## src/rtl/jlsemi_clkdiv_cfg_pkg.sv

```systemverilog
// Shared types, widths and helpers for the clock-divider configuration sequencer.
// Build option: JLSEMI_CLKDIV_CFG_AUTO_ROUND_EN (consumed by jlsemi_util_clkdiv_cfg_check).
package jlsemi_clkdiv_cfg_pkg;

    localparam int DIV_W = 9;
    localparam int CNT_W = 8;

    typedef enum logic [2:0] {
        IDLE    = 3'd0,
        CHECK   = 3'd1,
        HOLD    = 3'd2,
        RELEASE = 3'd3,
        DONE    = 3'd4
    } cfg_state_e;

    typedef struct packed {
        logic             valid;
        logic [DIV_W-1:0] div_n;
    } cfg_chk_t;

    // Odd ratios are optionally rounded down first; the phase is checked against the final ratio.
    function automatic cfg_chk_t cfg_validate(
        input logic [DIV_W-1:0] div_n,
        input logic [DIV_W-1:0] phase,
        input logic             round_en
    );
        cfg_chk_t         res;
        logic [DIV_W-1:0] n;
        n = div_n;
        if (round_en && div_n[0] && (div_n >= 9'd3)) begin
            n[0] = 1'b0;
        end else begin
            n = div_n;
        end
        res.div_n = n;
        res.valid = (n[0] == 1'b0) && (n >= 9'd2) && (phase < {1'b0, n[DIV_W-1:1]});
        return res;
    endfunction

    function automatic logic [CNT_W-1:0] cnt_sat_inc(input logic [CNT_W-1:0] cnt);
        if (cnt == {CNT_W{1'b1}}) begin
            return cnt;
        end else begin
            return cnt + {{(CNT_W-1){1'b0}}, 1'b1};
        end
    endfunction

endpackage

```

## src/rtl/jlsemi_util_clkdiv_cfg_check.sv

```systemverilog
// Combinational validator/rounder for a requested divide ratio and phase.
// Build option: JLSEMI_CLKDIV_CFG_AUTO_ROUND_EN rounds odd ratios >= 3 down to even.
module jlsemi_util_clkdiv_cfg_check
    import jlsemi_clkdiv_cfg_pkg::*;
(
    input  logic [DIV_W-1:0] div_n,
    input  logic [DIV_W-1:0] phase,
    output logic             valid,
    output logic [DIV_W-1:0] div_n_rnd
);

`ifdef JLSEMI_CLKDIV_CFG_AUTO_ROUND_EN
    localparam logic ROUND_EN = 1'b1;
`else
    localparam logic ROUND_EN = 1'b0;
`endif

    cfg_chk_t chk_s;

    // Evaluate the request through the shared validation rule
    always_comb begin
        chk_s     = cfg_validate(div_n, phase, ROUND_EN);
        valid     = chk_s.valid;
        div_n_rnd = chk_s.div_n;
    end

endmodule

```

## src/rtl/jlsemi_util_clkdiv_cfg_ctrl.sv

```systemverilog
// Glitch-free configuration sequencer for the even clock divider: validate, hold reset, switch, release, ack.
// Build option: JLSEMI_CLKDIV_CFG_AUTO_ROUND_EN (odd-ratio rounding inside the checker).
module jlsemi_util_clkdiv_cfg_ctrl
    import jlsemi_clkdiv_cfg_pkg::*;
#(
    parameter logic [DIV_W-1:0] DEF_DIV_N      = 9'd4,
    parameter logic [DIV_W-1:0] DEF_PHASE      = 9'd0,
    parameter int               RST_HOLD_CYC   = 8,
    parameter int               RST_SYNC_STAGE = 3
) (
    input  logic             clk_in,
    input  logic             rst_in,
    input  logic [DIV_W-1:0] cfg_div_n,
    input  logic [DIV_W-1:0] cfg_phase,
    input  logic             cfg_upd_req,
    output logic             cfg_upd_ack,
    output logic             cfg_busy,
    output logic             cfg_err,
    output logic             cfg_err_sticky,
    output logic [DIV_W-1:0] div_n_o,
    output logic [DIV_W-1:0] div_phase_o,
    output logic             div_rstn_o
);

    localparam logic [CNT_W-1:0] HOLD_LAST = CNT_W'(RST_HOLD_CYC - 1);
    localparam logic [CNT_W-1:0] REL_LAST  = CNT_W'(RST_SYNC_STAGE + 1);
    // Ratio switches one cycle after reset is driven low, so the divider never sees it live.
    localparam logic [CNT_W-1:0] LOAD_CNT  = (RST_HOLD_CYC > 1) ? 8'd1 : 8'd0;

    cfg_state_e       state_r;
    cfg_state_e       state_nxt_s;
    logic [CNT_W-1:0] cnt_r;
    logic [CNT_W-1:0] cnt_nxt_s;
    logic             pwrup_r;
    logic [DIV_W-1:0] shd_div_n_r;
    logic [DIV_W-1:0] shd_phase_r;
    logic             chk_valid_s;
    logic [DIV_W-1:0] chk_div_n_s;

    logic             ack_r;
    logic             busy_r;
    logic             err_r;
    logic             sticky_r;
    logic [DIV_W-1:0] div_n_r;
    logic [DIV_W-1:0] div_phase_r;
    logic             div_rstn_r;

    jlsemi_util_clkdiv_cfg_check u_check (
        .div_n     (shd_div_n_r),
        .phase     (shd_phase_r),
        .valid     (chk_valid_s),
        .div_n_rnd (chk_div_n_s)
    );

    // Next-state and hold/release counter logic
    always_comb begin
        state_nxt_s = state_r;
        cnt_nxt_s   = cnt_r;
        case (state_r)
            IDLE: begin
                if (cfg_upd_req) begin
                    state_nxt_s = CHECK;
                end else begin
                    state_nxt_s = IDLE;
                end
            end
            CHECK: begin
                cnt_nxt_s = {CNT_W{1'b0}};
                if (chk_valid_s) begin
                    state_nxt_s = HOLD;
                end else begin
                    state_nxt_s = IDLE;
                end
            end
            HOLD: begin
                if (cnt_r >= HOLD_LAST) begin
                    state_nxt_s = RELEASE;
                    cnt_nxt_s   = {CNT_W{1'b0}};
                end else begin
                    cnt_nxt_s   = cnt_sat_inc(cnt_r);
                end
            end
            RELEASE: begin
                if (cnt_r >= REL_LAST) begin
                    // The power-up pass finishes silently; only requested updates are acknowledged.
                    if (pwrup_r) begin
                        state_nxt_s = IDLE;
                    end else begin
                        state_nxt_s = DONE;
                    end
                    cnt_nxt_s = {CNT_W{1'b0}};
                end else begin
                    cnt_nxt_s = cnt_sat_inc(cnt_r);
                end
            end
            DONE: begin
                state_nxt_s = IDLE;
            end
            default: begin
                state_nxt_s = HOLD;
                cnt_nxt_s   = {CNT_W{1'b0}};
            end
        endcase
    end

    // State, counter, power-up flag and shadow request registers
    always_ff @(posedge clk_in) begin
        if (rst_in) begin
            state_r     <= HOLD;
            cnt_r       <= {CNT_W{1'b0}};
            pwrup_r     <= 1'b1;
            shd_div_n_r <= DEF_DIV_N;
            shd_phase_r <= DEF_PHASE;
        end else begin
            state_r <= state_nxt_s;
            cnt_r   <= cnt_nxt_s;
            if ((state_r == RELEASE) && (state_nxt_s != RELEASE)) begin
                pwrup_r <= 1'b0;
            end
            if ((state_r == IDLE) && cfg_upd_req) begin
                shd_div_n_r <= cfg_div_n;
                shd_phase_r <= cfg_phase;
            end else if ((state_r == CHECK) && chk_valid_s) begin
                shd_div_n_r <= chk_div_n_s;
            end
        end
    end

    // Registered outputs derived from the current state
    always_ff @(posedge clk_in) begin
        if (rst_in) begin
            ack_r       <= 1'b0;
            busy_r      <= 1'b1;
            err_r       <= 1'b0;
            sticky_r    <= 1'b0;
            div_n_r     <= DEF_DIV_N;
            div_phase_r <= DEF_PHASE;
            div_rstn_r  <= 1'b0;
        end else begin
            ack_r      <= (state_r == DONE);
            busy_r     <= (state_r != IDLE);
            err_r      <= (state_r == CHECK) && !chk_valid_s;
            div_rstn_r <= (state_r != HOLD);
            if (state_r == CHECK) begin
                sticky_r <= !chk_valid_s;
            end
            if ((state_r == HOLD) && (cnt_r == LOAD_CNT)) begin
                div_n_r     <= shd_div_n_r;
                div_phase_r <= shd_phase_r;
            end
        end
    end

    assign cfg_upd_ack    = ack_r;
    assign cfg_busy       = busy_r;
    assign cfg_err        = err_r;
    assign cfg_err_sticky = sticky_r;
    assign div_n_o        = div_n_r;
    assign div_phase_o    = div_phase_r;
    assign div_rstn_o     = div_rstn_r;

endmodule

```

## config.mk

```make
export PLATFORM = sky130hd
export DESIGN_NAME = jlsemi_util_clkdiv_cfg_ctrl
export DESIGN_NICKNAME = d
export VERILOG_FILES = /design/src/rtl/jlsemi_clkdiv_cfg_pkg.sv /design/src/rtl/jlsemi_util_clkdiv_cfg_check.sv /design/src/rtl/jlsemi_util_clkdiv_cfg_ctrl.sv
export SDC_FILE = /design/constraint.sdc
export NUM_CORES = 1
export LEC_CHECK = 0
export ABC_AREA = 1
export BUFFER_PORTS_ARGS = -buffer_cell sky130_fd_sc_hd__buf_4
export CORE_MARGIN = 2
export CORE_UTILIZATION = 30
export CTS_CLUSTER_DIAMETER = 80
export DETAILED_ROUTE_END_ITERATION = 6
export MAX_ROUTING_LAYER = met4
export PLACE_DENSITY = 0.48
export SETUP_SLACK_MARGIN = 0.4
export SYNTH_ARGS = -nofsm -noshare
export SYNTH_HDL_FRONTEND = slang
export SYNTH_HIERARCHICAL = 1
export SYNTH_SLANG_ARGS = --single-unit
```

## constraint.sdc

```tcl
create_clock -name clk_in -period 5 [get_ports clk_in]
set_input_delay 0 -clock clk_in [delete_from_list [all_inputs] [get_ports clk_in]]
set_output_delay 0 -clock clk_in [all_outputs]
set_load 0.1 [all_outputs]
```

==> flow_summary_export.csv, run 1 <==
group,metric,value,unit
sta,clock_skew,10.2,ps
hold_path,hp-class,"primary input to register",
sta,drv_slew,0,
global_routing,grt_use_total,13.8,%
yosys,synth_area,2540,um^2
critical_path,crit_slowest_cell,"nand3_2",
critical_path,r2r-start,"state_r[0]",
floorplanning,die_y,96.1,um
final_layout,utilization,37.1,%
yosys,syn_avg_cell_area,6.89,um^2
drt,drt-vias-per-instance,4.39,
cts,cts_setup_buffers,0,
critical_path,path_delay_family,"simple AND/OR/NAND/NOR gates",
yosys,synth_top_area_cell,"dfxtp_1",
power_and_ir_drop,p_leak,1.41,nW
cts,clk_path_buf_depth,2,
cts,clock_latency,310,ps
sta,finalSetupViolCount,0,
power_and_ir_drop,vdd_drop_max,0.000112,V
yosys,synth-edff-count,0,
cts,htree_levels,2,
final_layout,areaGrowthSynthToFinish,19.9,%
final_layout,nNetsFinal,439,
sta,rsz0062_at_grt,"no",
run,maxCapViolCount,0,
yosys,synth_ff_type,"dfxtp_1",
yosys,yosysMostFrequentCell,"nand2_1",
cts,cts_tree,"built",
global_routing,grt_pass1_wl,9600,um
cts,cts_resized,0,
yosys,yosysSeqAreaShare,41.7,%
final_layout,drive_gt1_share,16.4,%
critical_path,path_cells,"nor2_4, nand3_2, nand2_2, clkinv_1, nand2_1, nand3_1",
floorplanning,dieWidth,96.1,um
sta,setup_tns,0,ps
power_and_ir_drop,powerDensity,425,nW/um^2
critical_path,critPathRequiredTime,5190,ps
critical_path,cp-end-kind,"register",
placed_design,dp.final_hpwl,4170,um
run_status,outcome,"complete, no violations",
critical_path,worstSetupStartpoint,"state_r[0]",
critical_path,cp_num_buf_inv,1,
global_routing,grt_max_degree,36,
drt,ant_nets,0,
yosys,syn-num-nets,400,
drt,drtIter0Drc,57,
placed_design,finalWeightedCongestion,0.822,
final_layout,antenna_cells,0,
drt,drc_errors,0,
critical_path,worstPathArrival,2430,ps
drt,drt_first_pass_iters,4,
floorplanning,io_pins,44,
drt,wl_per_cell,11.4,um
global_routing,antenna_found_initial,0,
yosys,synth.distinct_cells,26,
placed_design,port_buffers,43,
cts,cts-root-buf,"clkbuf_8",
critical_path,cp-start-kind,"register",
cts,cts-buffers-inserted,5,
cts,path_clk_slew,110,ps
cts,cts_num_sinks,53,
hold_path,holdCritStartpoint,"cfg_div_n[1]",
yosys,synth-async-reset-ratio,0,%
sta,timing.fmax,0.447,GHz
yosys,synthCells,369,
sta,whs,79.9,ps
critical_path,crit_type,"register to register",
sta,fin_crit,2240,ps
yosys,synth.top_cells.by_area,"dfxtp_1 42%, nand2_1 16%, nor2_1 8.1%",
drt,vias,2258,
floorplanning,core,8220,um^2
sta,worst_slew_pin_slew,737,ps
floorplanning,initial_utilization,30.9,%
yosys,synth_top_area_share,41.7,%
sta,max_slew_margin,50.8,%
cts,cts_hold_buf,11,
global_routing,grt_pass1_vias,2093,
yosys,ys_seq_elements,53,
critical_path,cpPeakStageDelay,520,ps
global_routing,grt_overflow_total,0,
sta,post-route-period-util,44.8,%
critical_path,crit_fanout,30,
yosys,netlist_top_cells_count,"110 x nand2_1, 55 x nor2_1, 53 x dfxtp_1",
sta,final_hold_viol_count,0,
floorplanning,rows,33,
drt,drt-total-wl,5840,um
yosys,ys_warn_count,6,
floorplanning,die_area,9230,um^2
[layout by cell type, fill, tap and decap left out]
| master | netlist | routed |
|---|---|---|
| dlygate4sd3_1 | 0 | 11 |
| ha_1 | 10 | 10 |
| nand2_1 | 110 | 110 |
| inv_6 | 0 | 1 |
| dfxtp_1 | 53 | 53 |
| clkinvlp_4 | 0 | 1 |
| o211ai_1 | 1 | 1 |
| inv_2 | 7 | 7 |
| nor2_1 | 55 | 55 |
| nand3_1 | 11 | 11 |
| nor4_1 | 1 | 1 |
| nor3_1 | 2 | 2 |
| nand4_1 | 10 | 10 |
| a211oi_1 | 1 | 1 |
| nand3_2 | 1 | 1 |
| a21oi_1 | 20 | 20 |
| nor2_4 | 2 | 2 |
| a21oi_2 | 2 | 2 |
| nand2_2 | 2 | 2 |
| clkinv_1 | 1 | 1 |
| and3_1 | 1 | 1 |
| clkbuf_8 | 0 | 5 |
| buf_4 | 9 | 44 |
| o21ai_0 | 14 | 14 |
| nor3_2 | 1 | 1 |
| inv_1 | 41 | 41 |
| clkinv_2 | 0 | 1 |
[kinds of logic after synthesis]
family          share of synthesized area [%]
flops                                    41.7
simple gates                             32.0
compound gates                           7.97
fa+ha+maj                                4.92
buf+inv                                  13.3
[per-layer routing]
| metal | vias to the layer above | global-route usage (%) | share of wire, % |
|---|---|---|---|
| met5 | - | - | 0 |
| met4 | 0 | 4.64 | 0.86 |
| met3 | 4 | 2.58 | 3.0 |
| met2 | 35 | 23.4 | 48 |
| met1 | 1011 | 16.5 | 48 |
| li1 | 1208 | - | - |
[power breakdown]
part	switching [W]	internal, W	leakage [nW]
Clock	0.000149	0.0000997	0.0445
Sequential	0.0000283	0.000472	0.431
Combinational	0.000422	0.000126	0.937
Total	0.000599	0.000698	1.41
[layout make-up]
class,instances,area (um^2)
multi-input combinational,244,1140
sequential,53,1060
clock inverter,3,21.3
clock buffer,5,68.8
tap,105,131
fill,875,5170
timing repair buffer,55,440
inverter,49,184
[state kept, by name (all words and copies together) (netlist names), 3 cells and up]
signal and count:
cnt_r 8, shd_phase_r 9, div_phase_o 9, state_r 3
div_n_o 9, shd_div_n_r 9
[path summary, 6_finish.rpt]
kind	to	slack, ps	cells past startpoint
setup reg to reg	shd_div_n_r[2]	2760	6
hold / removal	shd_div_n_r[1]	80	5
setup / recovery	shd_div_n_r[2]	2760	6
hold reg to reg	state_r[2]	420	1
[per-stage QoR]
stage | area [um^2] | cells | power (W) | worst slack (ps)
global route | 3050 | 514 | 0.00138 | 2480
finish | 3050 | 514 | 0.00130 | 2760
CTS | 3050 | 514 | 0.00132 | 2710
detailed placement | 2850 | 495 | 0.00106 | 2740
global placement | 2850 | 495 | 0.00105 | 2760
floorplan | 2540 | 369 | 0.000962 | 3170
[tightest hold or removal path: stages]
cell     delay, ps
buf_4          120
nand4_1         80
nand2_1         50
nand2_1         50
a21oi_1         60
(Power assumes the default switching activity.)
==> run 2: changes to the inputs <==
--- a/config.mk
+++ b/config.mk
@@ -12,7 +12,7 @@
 export CTS_CLUSTER_DIAMETER = 80
 export DETAILED_ROUTE_END_ITERATION = 6
 export MAX_ROUTING_LAYER = met4
-export PLACE_DENSITY = 0.48
+export PLACE_DENSITY = 0.5
 export SETUP_SLACK_MARGIN = 0.4
 export SYNTH_ARGS = -nofsm -noshare
 export SYNTH_HDL_FRONTEND = slang
==> constraint.sdc (replaced) <==
create_clock -name clk_in -period 1.92 [get_ports clk_in]
set_input_delay 0 -clock clk_in [delete_from_list [all_inputs] [get_ports clk_in]]
set_output_delay 0 -clock clk_in [all_outputs]
set_load 0.1 [all_outputs]
==> run 2 against run 1 <==
  * Non-clock buffer count grew 15
  * Count of clock-buffer cells in the layout rose by 2
  * First-iteration DRC count increased by 28%
  * Via count grew 0.80%
  * Critical path depth is 6 higher
  * Flip-flop and latch count unchanged
  * Hold slack worse by 71 ps
  * Highest routed layer unchanged
  * Sequential share of layout area decreased by 3.4 points
  * Design area rose by 13%
==> flow_summary_export.csv, run 2 (same netlist as run 1, synthesis figures left out) <==
group,metric,value,unit
global_routing,grt_overflow_total,0,
floorplanning,dieWidth,96.1,um
drt,drt-vias-per-instance,4.29,
critical_path,crit_slowest_cell,"dfxtp_4",
floorplanning,io_pins,44,
cts,cts-root-buf,"clkbuf_8",
global_routing,grt_max_degree,36,
sta,drv_slew,0,
critical_path,worstPathArrival,2040,ps
placed_design,port_buffers,43,
drt,drtIter0Drc,73,
floorplanning,initial_utilization,30.9,%
power_and_ir_drop,power_frac_seq,36.5,%
sta,finalSetupViolCount,0,
final_layout,final_cell_mix,"98 x nand2_1, 59 x buf_4, 54 x nor2_1",
hold_path,hold_end,"shd_div_n_r[4]",
sta,timing.fmax,0.540,GHz
sta,whs,8.73,ps
floorplanning,rows,33,
hold_path,holdCritStartpoint,"rst_in",
floorplanning,die_y,96.1,um
power_and_ir_drop,p_total,0.00358,W
final_layout,areaGrowthSynthToFinish,35.0,%
placed_design,finalWeightedCongestion,0.791,
global_routing,grt_use_total,13.9,%
drt,vias,2276,
sta,final_hold_viol_count,0,
drt,drc_errors,0,
run,maxCapViolCount,0,
critical_path,cp_num_buf_inv,2,
final_layout,final_cell_area,3430,um^2
floorplanning,core,8220,um^2
critical_path,crit_fanout,6,
run_status,outcome,"complete, no violations",
critical_path,path_delay_family,"simple AND/OR/NAND/NOR gates",
power_and_ir_drop,comb_power_share,41.4,%
critical_path,rrSetupSlack,70,ps
drt,drt_first_pass_iters,4,
power_and_ir_drop,p_int,0.00202,W
cts,clock_latency,310,ps
placed_design,dp.final_hpwl,4230,um
power_and_ir_drop,p_sw_share,43.6,%
sta,post-route-period-util,96.5,%
global_routing,antenna_found_initial,0,
critical_path,path_cells,"inv_4, ha_4, nand2_2, nand2_2, a21oi_2, nand2_1, a21oi_4, nand4_1, nand2_4, clkinv_4, nand2_2, a21oi_2",
cts,clk_path_buf_depth,2,
power_and_ir_drop,powerDensity,1040,nW/um^2
critical_path,cp-start-kind,"register",
sta,setup_tns,0,ps
power_and_ir_drop,vdd_drop_max,0.000697,V
power_and_ir_drop,p_switching,0.00156,W
final_layout,nNetsFinal,456,
critical_path,ff2ff_path_depth,12,
cts,cts_num_sinks,53,
drt,ant_nets,0,
final_layout,antenna_cells,0,
cts,htree_levels,2,
sta,worst_slew_pin_slew,313,ps
final_layout,drive_gt1_share,29.8,%
critical_path,crit_type,"register to register",
power_and_ir_drop,p_leak,1.54,nW
sta,max_slew_margin,79.1,%
power_and_ir_drop,power_frac_clock,22.1,%
critical_path,cpPeakStageDelay,380,ps
critical_path,cp-end-kind,"register",
critical_path,path_common_cell,"nand2_2",
final_layout,final_common_cell,"nand2_1",
floorplanning,die_area,9230,um^2
critical_path,r2r-start,"shd_div_n_r[7]",
global_routing,grt_pass1_wl,9740,um
cts,path_clk_slew,100,ps
sta,final.setup.worst_slack,68.1,ps
placed_design,dpl_worst_slack,21.8,ps
cts,cts_tree,"built",
sta,clock_skew,16.5,ps
critical_path,critPathRequiredTime,2110,ps
hold_path,holdPathStages,2,
sta,fin_crit,1850,ps
global_routing,grt_pass1_vias,2160,
hold_path,hp-class,"primary input to register",
final_layout,nFillCells,854,
critical_path,worstReg2RegEnd,"shd_div_n_r[6]",
drt,wl_per_cell,11.2,um
drt,drt-total-wl,5940,um
placed_design,placed_cell_area,3020,um^2
cts,cts-buffers-inserted,5,
sta,rsz0062_at_grt,"yes",
[run 2: changes by cell type in the layout (fill, tap and decap cells not counted), sizes merged]
cell / delta
nand2: +1
dlygate4sd3: -2
clkbuf: +2
buf: +17
clkinv: -1
bufinv: +1
clkinvlp: -1
[run 2: repair_timing]
action	in CTS	in global routing
setup endpoints to repair	11	24
cloned	2	0
resized for setup	14	25
pin swaps	11	6
buffers inserted	5	4
hold buffers	9	0
hold endpoints to repair	9	0
[run 2: how the worst max path moves through the flow]
stage / slack [ps] / to / cells after the start / from
floorplan: 270 / shd_div_n_r[2] / 12 / shd_div_n_r[7]
global placement: 70 / shd_div_n_r[2] / 12 / shd_div_n_r[6]
detailed placement: 20 / shd_div_n_r[2] / 12 / shd_div_n_r[6]
CTS: 80 / shd_div_n_r[5] / 12 / shd_div_n_r[7]
global route: -40 / shd_div_n_r[6] / 12 / shd_div_n_r[7]
finish: 70 / shd_div_n_r[6] / 12 / shd_div_n_r[7]
[run 2: power by group through the flow]
| stage | Sequential (W) | Clock [W] | Combinational (W) |
|---|---|---|---|
| after floorplan | 0.00207 | 0 | 0.000450 |
| after global placement | 0.00134 | 0 | 0.00146 |
| after detailed placement | 0.00134 | 0 | 0.00146 |
| after CTS | 0.00131 | 0.000824 | 0.00148 |
| after global routing | 0.00133 | 0.000869 | 0.00160 |
| final | 0.00131 | 0.000791 | 0.00148 |
[run 2: area by class of cell]
| class | count | area [um^2] | area share [%] |
|---|---|---|---|
| multi-input cells | 245 | 1340 | 39.0 |
| flip-flops and latches | 53 | 1080 | 31.4 |
| repair buffers | 70 | 564 | 16.4 |
| inverters | 49 | 196 | 5.72 |
| well taps | 105 | 131 | 3.83 |
| clock buffers | 7 | 86.3 | 2.52 |
| clock inverters | 1 | 30.0 | 0.875 |
| repair inverters | 1 | 8.76 | 0.255 |
[run 2: through the flow]
| stage | util, % | cells |
|---|---|---|
| finish | 41.8 | 531 |
| global route | 41.8 | 531 |
| CTS | 40.3 | 527 |
| detailed placement | 36.7 | 503 |
| global placement | 36.7 | 503 |
| floorplan | - | 369 |
[run 2: routing by layer]
metal	part of all wire [%]	wire, um	vias to the layer above	GRT usage (%)
met5	0	0	-	-
met4	0.77	46	0	2.86
met3	2.4	141	5	2.82
met2	50	2950	25	24.9
met1	47	2800	1006	16.0
li1	-	-	1240	-
==> run 3: changes to the inputs <==
--- a/config.mk
+++ b/config.mk
@@ -7,12 +7,14 @@
 export LEC_CHECK = 0
 export ABC_AREA = 1
 export BUFFER_PORTS_ARGS = -buffer_cell sky130_fd_sc_hd__buf_4
+export CELL_PAD_IN_SITES_DETAIL_PLACEMENT = 0
+export CELL_PAD_IN_SITES_GLOBAL_PLACEMENT = 1
 export CORE_MARGIN = 2
 export CORE_UTILIZATION = 30
 export CTS_CLUSTER_DIAMETER = 80
 export DETAILED_ROUTE_END_ITERATION = 6
 export MAX_ROUTING_LAYER = met4
-export PLACE_DENSITY = 0.5
+export PLACE_DENSITY = 0.65
 export SETUP_SLACK_MARGIN = 0.4
 export SYNTH_ARGS = -nofsm -noshare
 export SYNTH_HDL_FRONTEND = slang
==> run 3 against run 2 <==
  * Core utilization down 1.4 points
  * Via count up 1.9%
  * Power down 2.9%
  * Critical path depth unchanged
  * Design area down 3.2%
  * Final cell count down 0.75%
  * Critical endpoint unchanged
  * Global-route usage up 0.82 points
  * Fmax up 4.6%
  * Hold slack worse by 1.0 ps
  * Setup slack better by 81 ps
  * Sequential share of layout area up 0.98 points
  * First-iteration DRC count down 11%
  * Largest cell class unchanged
==> flow_summary_export.csv, run 3 (same netlist as run 1, synthesis figures left out) <==
group,metric,value,unit
critical_path,cp_num_buf_inv,3,
final_layout,drive_gt1_share,26.8,%
critical_path,crit_type,"register to register",
drt,top_layer,"met4",
sta,rsz0062_at_grt,"yes",
critical_path,rrSetupSlack,150,ps
floorplanning,initial_utilization,30.9,%
hold_path,hp-class,"primary input to register",
critical_path,cp-start-kind,"register",
drt,drtIter0Drc,65,
critical_path,critPathCapture,"shd_div_n_r[6]",
sta,timing.fmax,0.565,GHz
critical_path,path_delay_family,"simple AND/OR/NAND/NOR gates",
sta,setup_tns,0,ps
floorplanning,io_pins,44,
power_and_ir_drop,p_total,0.00348,W
floorplanning,rows,33,
critical_path,r2r-start,"shd_div_n_r[5]",
cts,cts_num_sinks,53,
sta,max_slew_margin,78.4,%
floorplanning,core,8220,um^2
critical_path,cp-end-kind,"register",
final_layout,final_common_cell,"nand2_1",
placed_design,finalWeightedCongestion,0.810,
global_routing,grt_pass1_vias,2257,
placed_design,placed_cell_area,3030,um^2
sta,fin_crit,1770,ps
sta,finalSetupViolCount,0,
floorplanning,die_y,96.1,um
sta,final_hold_viol_count,0,
sta,worst_slew_pin_slew,324,ps
drt,wl_met1,2830,um
final_layout,antenna_cells,0,
drt,drt-vias-per-instance,4.40,
final_layout,areaGrowthSynthToFinish,30.6,%
critical_path,worstSetupStartpoint,"shd_div_n_r[5]",
critical_path,cpPeakStageDelay,370,ps
critical_path,cp.depth,12,
drt,drt_first_pass_iters,5,
global_routing,grt_max_degree,35,
sta,clock_skew,10.5,ps
global_routing,grt_use_total,14.7,%
run_status,outcome,"complete, no violations",
cts,cts-root-buf,"clkbuf_8",
final_layout,nNetsFinal,452,
cts,path_clk_slew,100,ps
final_layout,utilization,40.4,%
floorplanning,die_area,9230,um^2
power_and_ir_drop,p_leak,1.52,nW
critical_path,ff2ff_path_depth,12,
critical_path,worstPathArrival,2020,ps
sta,post-route-period-util,92.2,%
drt,drt-total-wl,6200,um
global_routing,grt_overflow_total,0,
critical_path,critPathRequiredTime,2170,ps
drt,wl_per_cell,11.8,um
final_layout,final_cell_mix,"104 x nand2_1, 54 x nor2_1, 54 x buf_4",
final_layout,final_cell_area,3320,um^2
critical_path,worstReg2RegEnd,"shd_div_n_r[6]",
cts,cts-buffers-inserted,5,
cts,cts_tree,"built",
drt,wl_met3,170,um
global_routing,antenna_found_initial,0,
cts,clk_path_buf_depth,2,
placed_design,port_buffers,43,
critical_path,path_cells,"inv_2, ha_4, nand2_2, inv_1, nand2_1, nand3_1, a21oi_2, nand4_1, nand2_2, buf_6, nand2_1, a21oi_2",
power_and_ir_drop,powerDensity,1050,nW/um^2
placed_design,dp.final_hpwl,4530,um
critical_path,crit_fanout,5,
floorplanning,dieWidth,96.1,um
drt,drc_errors,0,
cts,htree_levels,2,
cts,clock_latency,310,ps
drt,wl_met2,3150,um
drt,vias,2320,
drt,ant_nets,0,
run,maxCapViolCount,0,
critical_path,crit_slowest_cell,"dfxtp_2",
global_routing,grt_pass1_wl,10200,um
sta,drv_slew,0,
power_and_ir_drop,vdd_drop_max,0.000405,V
==> run 3: stage by stage <==
stage	hold slack, ps	std cells	setup slack [ps]
6_report	7.68	527	150
5_1_grt	8.42	527	8.70
4_1_cts	0.590	525	163
3_5_place_dp	274	505	97.6
3_3_place_gp	264	505	148
2_1_floorplan	162	369	274
==> run 3: worst min-delay path by stage <==
stage / startpoint / end / slack [ps] / cells after the start
after detailed placement: cfg_div_n[2] / shd_div_n_r[2] / 270 / 3
after CTS: rst_in / shd_div_n_r[7] / 0.6 / 2
after floorplan: cfg_div_n[2] / shd_div_n_r[2] / 160 / 2
after global routing: rst_in / shd_div_n_r[6] / 8 / 2
after global placement: cfg_div_n[2] / shd_div_n_r[2] / 260 / 3
final: rst_in / shd_div_n_r[7] / 8 / 2
==> run 3: worst register-to-register path, stage by stage (launching register included) <==
cell and delay [ps]:
dfxtp_2 370, inv_2 60, ha_4 240, nand2_2 60, inv_1 40, nand2_1 60, nand3_1 80, a21oi_2 160
nand4_1 140, nand2_2 180, buf_6 160, nand2_1 70, a21oi_2 110
==> run 3: layout make-up <==
class                   count  area [um^2]
fillers                   891         4900
clock inverters             2         13.8
inverters                  49          194
multi-input cells         244         1270
repair buffers             67          549
clock buffers               6         82.6
flip-flops and latches     53         1070
repair inverters            1         5.00
well taps                 105          131
==> run 3: where the power goes <==
part / switching, W / internal, W / leakage (nW) / total [W]
registers: 0.0000807 / 0.00123 / 0.434 / 0.00131
logic: 0.00112 / 0.000367 / 1.04 / 0.00148
clock network: 0.000390 / 0.000294 / 0.0512 / 0.000684
==> run 3: what timing repair did <==
item | in CTS | in global routing
buffers inserted | 2 | 1
endpoints found under the hold margin | 9 | 0
hold buffers | 9 | 0
setup endpoints to repair | 11 | 30
gates resized for setup | 7 | 16
pin swaps | 14 | 10
cloned | 1 | 1
==> run 3: routing by layer <==
layer  vias up  track usage (%)
li1       1237                -
met1      1050             16.6
met2        27             26.6
met3         6             2.82
met4         0             3.57
met5         -                -
